$ cat config.mk
export PLATFORM = sky130hd
export DESIGN_NAME = conv_tap_feeder
export DESIGN_NICKNAME = d
export VERILOG_FILES = /design/src/rtl/conv_pkg.sv /design/src/rtl/conv_tap_buffer.sv /design/src/rtl/conv_tap_feeder.sv
export SDC_FILE = /design/constraint.sdc
export NUM_CORES = 1
export LEC_CHECK = 0
export BUFFER_PORTS_ARGS = -buffer_cell sky130_fd_sc_hd__clkbuf_2
export CAP_MARGIN = 10
export CORE_MARGIN = 3
export CORE_UTILIZATION = 40
export CTS_BUF_LIST = sky130_fd_sc_hd__clkbuf_4 sky130_fd_sc_hd__clkbuf_8
export CTS_CLUSTER_DIAMETER = 120
export CTS_CLUSTER_SIZE = 12
export DETAILED_ROUTE_END_ITERATION = 10
export SLEW_MARGIN = 20
export SYNTH_ARGS = -nofsm -noshare
export SYNTH_HDL_FRONTEND = slang
export SYNTH_SLANG_ARGS = --single-unit
$ cat constraint.sdc
create_clock -name Clk -period 8.4 [get_ports Clk]
set_input_delay 1.68 -clock Clk [delete_from_list [all_inputs] [get_ports Clk]]
set_output_delay 1.68 -clock Clk [all_outputs]
set_load 0.005 [all_outputs]
$ cat src/rtl/conv_pkg.sv
// rtl/conv_pkg.sv - shared types and constants for the convolution tap feeder
package conv_pkg;

  localparam int DATA_W       = 16;
  localparam int PROD_W       = 2 * DATA_W;
  localparam int TAPS_DEFAULT = 9;

  typedef enum logic [1:0] {
    IDLE,
    RUN,
    DRAIN
  } state_t;

  typedef struct packed {
    logic signed [DATA_W-1:0] pix;
    logic signed [DATA_W-1:0] coef;
  } tap_entry_t;

endpackage

$ cat src/rtl/conv_tap_buffer.sv
// rtl/conv_tap_buffer.sv - TAPS-deep pixel/coef register array, one write port, async read port
module conv_tap_buffer
  import conv_pkg::*;
#(
  parameter int TAPS  = TAPS_DEFAULT,
  parameter int IDX_W = 4
) (
  input  logic             Clk,
  input  logic             WrEn,
  input  logic [IDX_W-1:0] WrIdx,
  input  tap_entry_t       WrData,
  input  logic [IDX_W-1:0] RdIdx,
  output tap_entry_t       RdData
);

  // Contents are don't-care after reset, so the array carries no reset.
  tap_entry_t mem [TAPS];

  always_ff @(posedge Clk) begin
    if (WrEn) begin
      mem[WrIdx] <= WrData;
    end
  end

  assign RdData = mem[RdIdx];

endmodule

$ cat src/rtl/conv_tap_feeder.sv
// rtl/conv_tap_feeder.sv - loads a pixel/coef window, then streams signed products with valid/ready
module conv_tap_feeder #(
  parameter  int TAPS   = conv_pkg::TAPS_DEFAULT,
  parameter  int DATA_W = conv_pkg::DATA_W,
  localparam int PROD_W = 2 * DATA_W
) (
  input  logic              Clk,
  input  logic              Reset,
  input  logic              LoadEn,
  input  logic [DATA_W-1:0] LoadPix,
  input  logic [DATA_W-1:0] LoadCoef,
  output logic              Full,
  input  logic              Start,
  output logic              Busy,
  output logic [PROD_W-1:0] ProdOut,
  output logic              ProdValid,
  input  logic              ProdReady,
  output logic              ProdLast,
  output logic              Done
);
  import conv_pkg::*;

  localparam int               IDX_W    = (TAPS > 1) ? $clog2(TAPS) : 1;
  localparam logic [IDX_W-1:0] LAST_IDX = IDX_W'(TAPS - 1);

  state_t                   state, stateNext;
  logic [IDX_W-1:0]         loadIdx, tapIdx;
  logic                     full, busy, prodValid, prodLast, done;
  logic [PROD_W-1:0]        prodOut;
  logic                     bufWrEn, startAccept, advance, finish;
  tap_entry_t               wrEntry, rdEntry;
  logic signed [PROD_W-1:0] pixExt, coefExt, product;

  assign wrEntry = '{pix: LoadPix, coef: LoadCoef};

  conv_tap_buffer #(
    .TAPS  (TAPS),
    .IDX_W (IDX_W)
  ) uTapBuffer (
    .Clk    (Clk),
    .WrEn   (bufWrEn),
    .WrIdx  (loadIdx),
    .WrData (wrEntry),
    .RdIdx  (tapIdx),
    .RdData (rdEntry)
  );

  // Sign-extend before multiplying so the full-width product is exact.
  assign pixExt  = PROD_W'(signed'(rdEntry.pix));
  assign coefExt = PROD_W'(signed'(rdEntry.coef));
  assign product = pixExt * coefExt;

  always_ff @(posedge Clk) begin
    if (Reset) begin
      state <= IDLE;
    end else begin
      state <= stateNext;
    end
  end

  always_comb begin
    stateNext = state;
    case (state)
      IDLE:    if (startAccept)                   stateNext = RUN;
      RUN:     if (advance && tapIdx == LAST_IDX) stateNext = DRAIN;
      DRAIN:   if (finish)                        stateNext = IDLE;
      default:                                    stateNext = IDLE;
    endcase
  end

  // Start is judged against the registered Full, i.e. before a same-cycle write lands.
  always_comb begin
    bufWrEn     = 1'b0;
    startAccept = 1'b0;
    advance     = 1'b0;
    finish      = 1'b0;
    case (state)
      IDLE: begin
        bufWrEn     = LoadEn;
        startAccept = Start && full;
      end
      RUN:     advance = !prodValid || ProdReady;
      DRAIN:   finish  = prodValid && ProdReady && prodLast;
      default: ;
    endcase
  end

  always_ff @(posedge Clk) begin
    if (Reset) begin
      loadIdx   <= '0;
      tapIdx    <= '0;
      full      <= 1'b0;
      busy      <= 1'b0;
      prodOut   <= '0;
      prodValid <= 1'b0;
      prodLast  <= 1'b0;
      done      <= 1'b0;
    end else begin
      done <= 1'b0;
      if (bufWrEn) begin
        loadIdx <= (loadIdx == LAST_IDX) ? '0 : loadIdx + IDX_W'(1);
        if (loadIdx == LAST_IDX) begin
          full <= 1'b1;
        end
      end
      if (startAccept) begin
        busy   <= 1'b1;
        tapIdx <= '0;
      end
      if (advance) begin
        prodOut   <= product;
        prodValid <= 1'b1;
        prodLast  <= (tapIdx == LAST_IDX);
        tapIdx    <= (tapIdx == LAST_IDX) ? '0 : tapIdx + IDX_W'(1);
      end
      if (finish) begin
        prodValid <= 1'b0;
        prodLast  <= 1'b0;
        done      <= 1'b1;
        busy      <= 1'b0;
        full      <= 1'b0;
        loadIdx   <= '0;
      end
    end
  end

  assign Full      = full;
  assign Busy      = busy;
  assign ProdOut   = prodOut;
  assign ProdValid = prodValid;
  assign ProdLast  = prodLast;
  assign Done      = done;

endmodule

After elaboration in Yosys (flattened, before gate mapping)
Memory sizes are Yosys's and may differ from the RTL's. A register that Yosys moved wholly into a read port is not among the register bits. Index checks and enable logic that the tools add are counted.

Add/sub/neg operators: 2. Equality and inequality tests: 7. Multiply operators: 1. Multiplexer cells: 17. Reductions and logical operators: 11.

Operator list (count): 16-bit by 16-bit multiplier with 32-bit output (1); 4-bit 2-to-1 mux (6); 4-bit by 1-bit adder with 4-bit output, second input constant (2); 4-bit equality test, second input constant (2); 1-bit 2-to-1 mux (7); 2-bit 2-to-1 mux (3); 2-bit inequality test, second input constant (3); 2-bit one-hot mux with 3 select lines (1); 1-bit logical AND (4); 3-bit AND reduction (1); 2-bit by 1-bit equality test with 1-bit output, second input constant (1); 2-bit equality test, second input constant (1); 2-bit logical NOT (1); 2-bit AND reduction (1); 2-bit nonzero test (1); 2-bit OR reduction (1); 1-bit logical NOT (1); 1-bit logical OR (1).

Input bits: 37. Output and inout port bits: 37. Bits in writable memories: 288. Register bits after elaboration: 47. Memories: 1. Logic and storage cells: 48.

Memories: uTapBuffer.mem (depth 9, width 32, read ports 1, clocked after Yosys merged registers in 1, wr ports 1, RTL line conv_tap_buffer.sv:17) `tap_entry_t mem [TAPS];`.

Depth between registers and ports, before layout
Word-level depth: 6. Mapped depth: 29. Mapped depth without buffers: 26.

Hierarchy
Synthesis repeated with hierarchy kept, for this count alone.

Cells, all modules: 1907. Area total of the unflattened synthesis: 22856.9 um^2.

Modules (own cells, without submodules): conv_tap_feeder (cells an instance 1310, sequential area each 940.9 um^2, times used 1, area each 11602.4 um^2); conv_tap_buffer (cells an instance 597, sequential area each 8648.3 um^2, times used 1, area each 11254.5 um^2).

Worst setup path before layout
OpenSTA, ideal clock, no wires.

Path type: reg-to-reg. Start: register with a tool-made name. End: register prodOut[28] (netlist: ProdOut[28]). Cell stages (with the launch flop): 28. Data required time: 8.283 ns. Data arrival time: 7.308 ns. Period minus slack after synthesis: 7.425 ns. Path buffers: 3. Setup slack: 0.975 ns. Setup time: 0.117 ns. Path through: dfxtp_1 > buf_2 > buf_2 > mux4_2 > mux2i_1 > nor2_1 > a21oi_1 > clkbuf_1 > nor2_1 > fa_1 > inv_1 > fa_1 > fa_1 > inv_1 > fa_1 > fa_1 > inv_1 > fa_1 > inv_1 > ha_1 > nand2_1 > or3_1 > or4b_1 > o21ai_2 > a31oi_1 > a21oi_1 > xor2_1 > a22o_1.

RTL lines: to (signal assigned) (RTL line conv_tap_feeder.sv:111) `prodOut <= product;`; to (decl) (RTL line conv_tap_feeder.sv:29) `logic [PROD_W-1:0] prodOut;`.

==> run summary <==
* **critical path class** reg -> reg
* **max cap viols** 0
* **FF-to-FF End** ProdOut[28]
* **number of gates resized after cts** 0
* **Syn-to-layout area delta** 9.46%
* **count of hold buffers inserted by post-cts repair** 0
* **placed wire-length estimate after detailed placement** 37.4 mm
* **Worst Hold Launch** ProdOut[24]
* **worst clock skew** 34.6 ps
* **deepest level of the CTS H-tree** 2
* **worst reg-to-reg path cell count** 26
* **maximum clock frequency** 0.128 GHz
* **flip-flop and latch count after synthesis** 339
* **outcome** finished, final reports clean
* **minimum setup slack among reg-to-reg paths** 590 ps
* **area of the die** 58900 sq um
* **Hold Fails Final Rpt** 0
* **dpl cells** 2612
* **Slew Viols, Final** 0
* **initial cell density of the core** 40.5%
* **cell type group with the largest total delay on the critical path** adder cells
* **count of synthesis-stage warnings from yosys** 0
* **Die H** 243 microns
* **PnR worst setup slack** 585 ps
* **setup total negative slack** 0 ps
* **shortest period the worst path allows** 7810 ps
* **number of unique standard cell types used by synthesis** 51
* **number of setup violations in the final report** 0
* **via count of the first global-routing pass** 15200
* **Port Buf Inserts** 73
* **Overflow after GRT** 0
* **TritonRoute pass-1 iters** 8
* **Req. time, crit path** 8900 ps
* **final standard cell utilization of the core** 44.4%
* **TritonCTS Sinks** 339
* **Vias/cell** 5.06
* **overall via count from detail_route** 13500
* **final period utilization** 93.0%
* **filler-free cell count of the finished design** 2661
* **Seq/Total Area, Yosys** 43.1%
* **Hold/Removal Path Class** reg -> reg
* **Post-synth EDFFs** 288
* **worst max-slew margin expressed relative to the limit** 21.2%
* **remaining routing DRC violations** 0
* **most frequently used flop master after synthesis** sky130_fd_sc_hd__edfxtp_1
* **final WL** 51.3 mm
* **net count of the finished layout** 2288
* **number of buffers inserted by post-CTS setup repair** 0
* **Synthesized Nets** 2190
* **Yosys top cell by area** sky130_fd_sc_hd__edfxtp_1
* **Initial DRC Count** 995
* **RSZ-0062 raised after global routing** no
* **initial antenna violation count** 0
* **Tot GR Track Use** 18.4%
* **average wire length per cell after detail routing** 19.3 microns
* **number of placement rows** 86
* **hold-critical path depth** 2
* **I/O pins** 74
* **pin count of the biggest net entering global routing** 54
* **Chip Width** 243 microns
* **area share of the largest cell type after synthesis** 38.6%
* **Setup crit end kind** register
* **capture endpoint of the worst hold path** ProdOut[24]
* **cts bufs inserted** 34
* **cell area after technology mapping** 22400 sq um
* **Max stage delay on crit path** 660 ps
* **instance count of the mapped netlist** 1803
* **buffer and inverter count on the worst path** 6
* **pre-CTS WS** 566 ps
* **startpoint type of the worst setup path** register
* **CTS tree** done
* **root buf cell** sky130_fd_sc_hd__clkbuf_8
* **ANT nets after route** 0
* **cell types occupying the most area after synthesis** sky130_fd_sc_hd__edfxtp_1 (39%), sky130_fd_sc_hd__fa_1 (23%), sky130_fd_sc_hd__mux4_2 (6.4%), sky130_fd_sc_hd__inv_1 (5.3%), sky130_fd_sc_hd__ha_1 (4.9%)
* **slew at the pin closest to its max-slew limit** 1170 ps
* **critical path fanouts, max** 21
* **Post-synth ARST share** 0%
* **buffers from clock root to sink, at most** 3
* **clock latency on the worst-skew pair** 600 ps
* **Core Footprint** 55300 sq um
* **clock-pin transition on the worst setup and hold timing paths** 90 ps
* **post-synthesis average cell area** 12.4 sq um
* **placer's final routability congestion estimate** 0.900
* **share of layout cells above drive strength 1** 13.8%
* **cell repeated most along the worst path** sky130_fd_sc_hd__fa_1
* **CP arrival** 8310 ps
* **global-route wire length before repair** 84.1 mm
* **library cell contributing the largest single delay on the critical path** sky130_fd_sc_hd__dfxtp_4
how the worst max path moves through the flow:
stage,start,to,slack (ps),cells past startpoint
2_1_floorplan,register,ProdOut[28],980,27
3_3_place_gp,register,ProdOut[28],600,26
3_5_place_dp,register,ProdOut[28],570,26
4_1_cts,register,ProdOut[28],540,26
5_1_grt,register,ProdOut[30],1,26
6_report,register,ProdOut[28],590,26
state kept, by name, summed over array words and instances (netlist names), named ones only:
name / cells
Full: 1
Busy: 1
uTapBuffer.mem: 288
tapIdx: 4
ProdLast: 1
ProdOut: 32
Done: 1
state: 2
ProdValid: 1
loadIdx: 4
logic make-up after synthesis:
logic type	count (synthesis)	share of synthesized area (%)
AOI/OAI and AO/OA	164	4.34
xor gates and xnor gates	36	1.41
adders and majority gates	350	28.3
buffers and inverters	379	6.41
DFF	339	43.1
muxes	98	7.95
and+or+nand+nor	437	8.48
synth_stat cells, types with 10 or more instances:
cell / number
sky130_fd_sc_hd__a21o_1: 13
sky130_fd_sc_hd__a21oi_1: 65
sky130_fd_sc_hd__and2_1: 15
sky130_fd_sc_hd__buf_1: 10
sky130_fd_sc_hd__clkbuf_1: 41
sky130_fd_sc_hd__dfxtp_1: 51
sky130_fd_sc_hd__edfxtp_1: 288
sky130_fd_sc_hd__fa_1: 262
sky130_fd_sc_hd__ha_1: 88
sky130_fd_sc_hd__inv_1: 318
sky130_fd_sc_hd__mux2i_1: 34
sky130_fd_sc_hd__mux4_2: 64
sky130_fd_sc_hd__nand2_1: 156
sky130_fd_sc_hd__nand2b_1: 22
sky130_fd_sc_hd__nand3_1: 15
sky130_fd_sc_hd__nor2_1: 170
sky130_fd_sc_hd__nor3_1: 13
sky130_fd_sc_hd__o21a_1: 16
sky130_fd_sc_hd__o21ai_0: 28
sky130_fd_sc_hd__o21ai_1: 10
sky130_fd_sc_hd__or2_2: 14
sky130_fd_sc_hd__xnor2_1: 25
sky130_fd_sc_hd__xor2_1: 11
routing by layer:
metal	global-route usage (%)	vias up	part of all wire, %
met5	0	-	0
met4	5.41	0	2.9
met3	3.48	92	5.1
met2	32.4	297	52
met1	23.1	6961	40
li1	-	6123	-
final cells by class:
cell class / count / area [sq um]
fillers: 5177 / 30800
multi-input cells: 1085 / 11300
flip-flops and latches: 339 / 9680
inverters: 319 / 1200
well taps: 748 / 936
repair buffers: 122 / 816
clock buffers: 42 / 528
clock inverters: 5 / 45.0
diodes: 1 / 2.50
metrics by stage:
step / hold slack (ps) / area, sq um
after floorplan: 448 / 22400
after global placement: 440 / 23900
after detailed placement: 448 / 23900
after CTS: 459 / 24500
after global routing: 482 / 24500
final: 454 / 24500
worst register-to-register path, delay by kind of cell, from the launching register on:
family | cells | cell delay, ps
XOR/XNOR | 1 | 90
flip-flops | 1 | 660
buffers and inverters | 6 | 850
AO/OA/AOI/OAI | 5 | 1000
AND/OR/NAND/NOR | 5 | 1150
adder cells (fa/ha/maj) | 7 | 3280
multiplexers | 2 | 690
layout by cell type (no fill, tap or decap), types with 7 or more instances in the layout:
cell and n:
sky130_fd_sc_hd__inv_1 318, sky130_fd_sc_hd__edfxtp_1 288, sky130_fd_sc_hd__fa_1 262, sky130_fd_sc_hd__nor2_1 170
sky130_fd_sc_hd__nand2_1 156, sky130_fd_sc_hd__ha_1 88, sky130_fd_sc_hd__clkbuf_2 73, sky130_fd_sc_hd__a21oi_1 65
sky130_fd_sc_hd__mux4_2 64, sky130_fd_sc_hd__dfxtp_1 47, sky130_fd_sc_hd__buf_4 43, sky130_fd_sc_hd__mux2i_1 34
sky130_fd_sc_hd__clkbuf_8 34, sky130_fd_sc_hd__xnor2_1 25, sky130_fd_sc_hd__nand2b_1 22, sky130_fd_sc_hd__o21ai_0 21
sky130_fd_sc_hd__o21ai_1 15, sky130_fd_sc_hd__o21a_1 15, sky130_fd_sc_hd__nand3_1 15, sky130_fd_sc_hd__or2_2 14
sky130_fd_sc_hd__a21o_1 13, sky130_fd_sc_hd__nor3_1 12, sky130_fd_sc_hd__xor2_1 11, sky130_fd_sc_hd__nor2b_1 9
sky130_fd_sc_hd__a31oi_1 9, sky130_fd_sc_hd__clkbuf_4 8, sky130_fd_sc_hd__and2_1 7, sky130_fd_sc_hd__and2_2 7
sky130_fd_sc_hd__a211oi_1 7
Power is left out: the tool's default activity adds up to more than one toggle a clock period on the data nets, which glitch-free logic cannot reach.
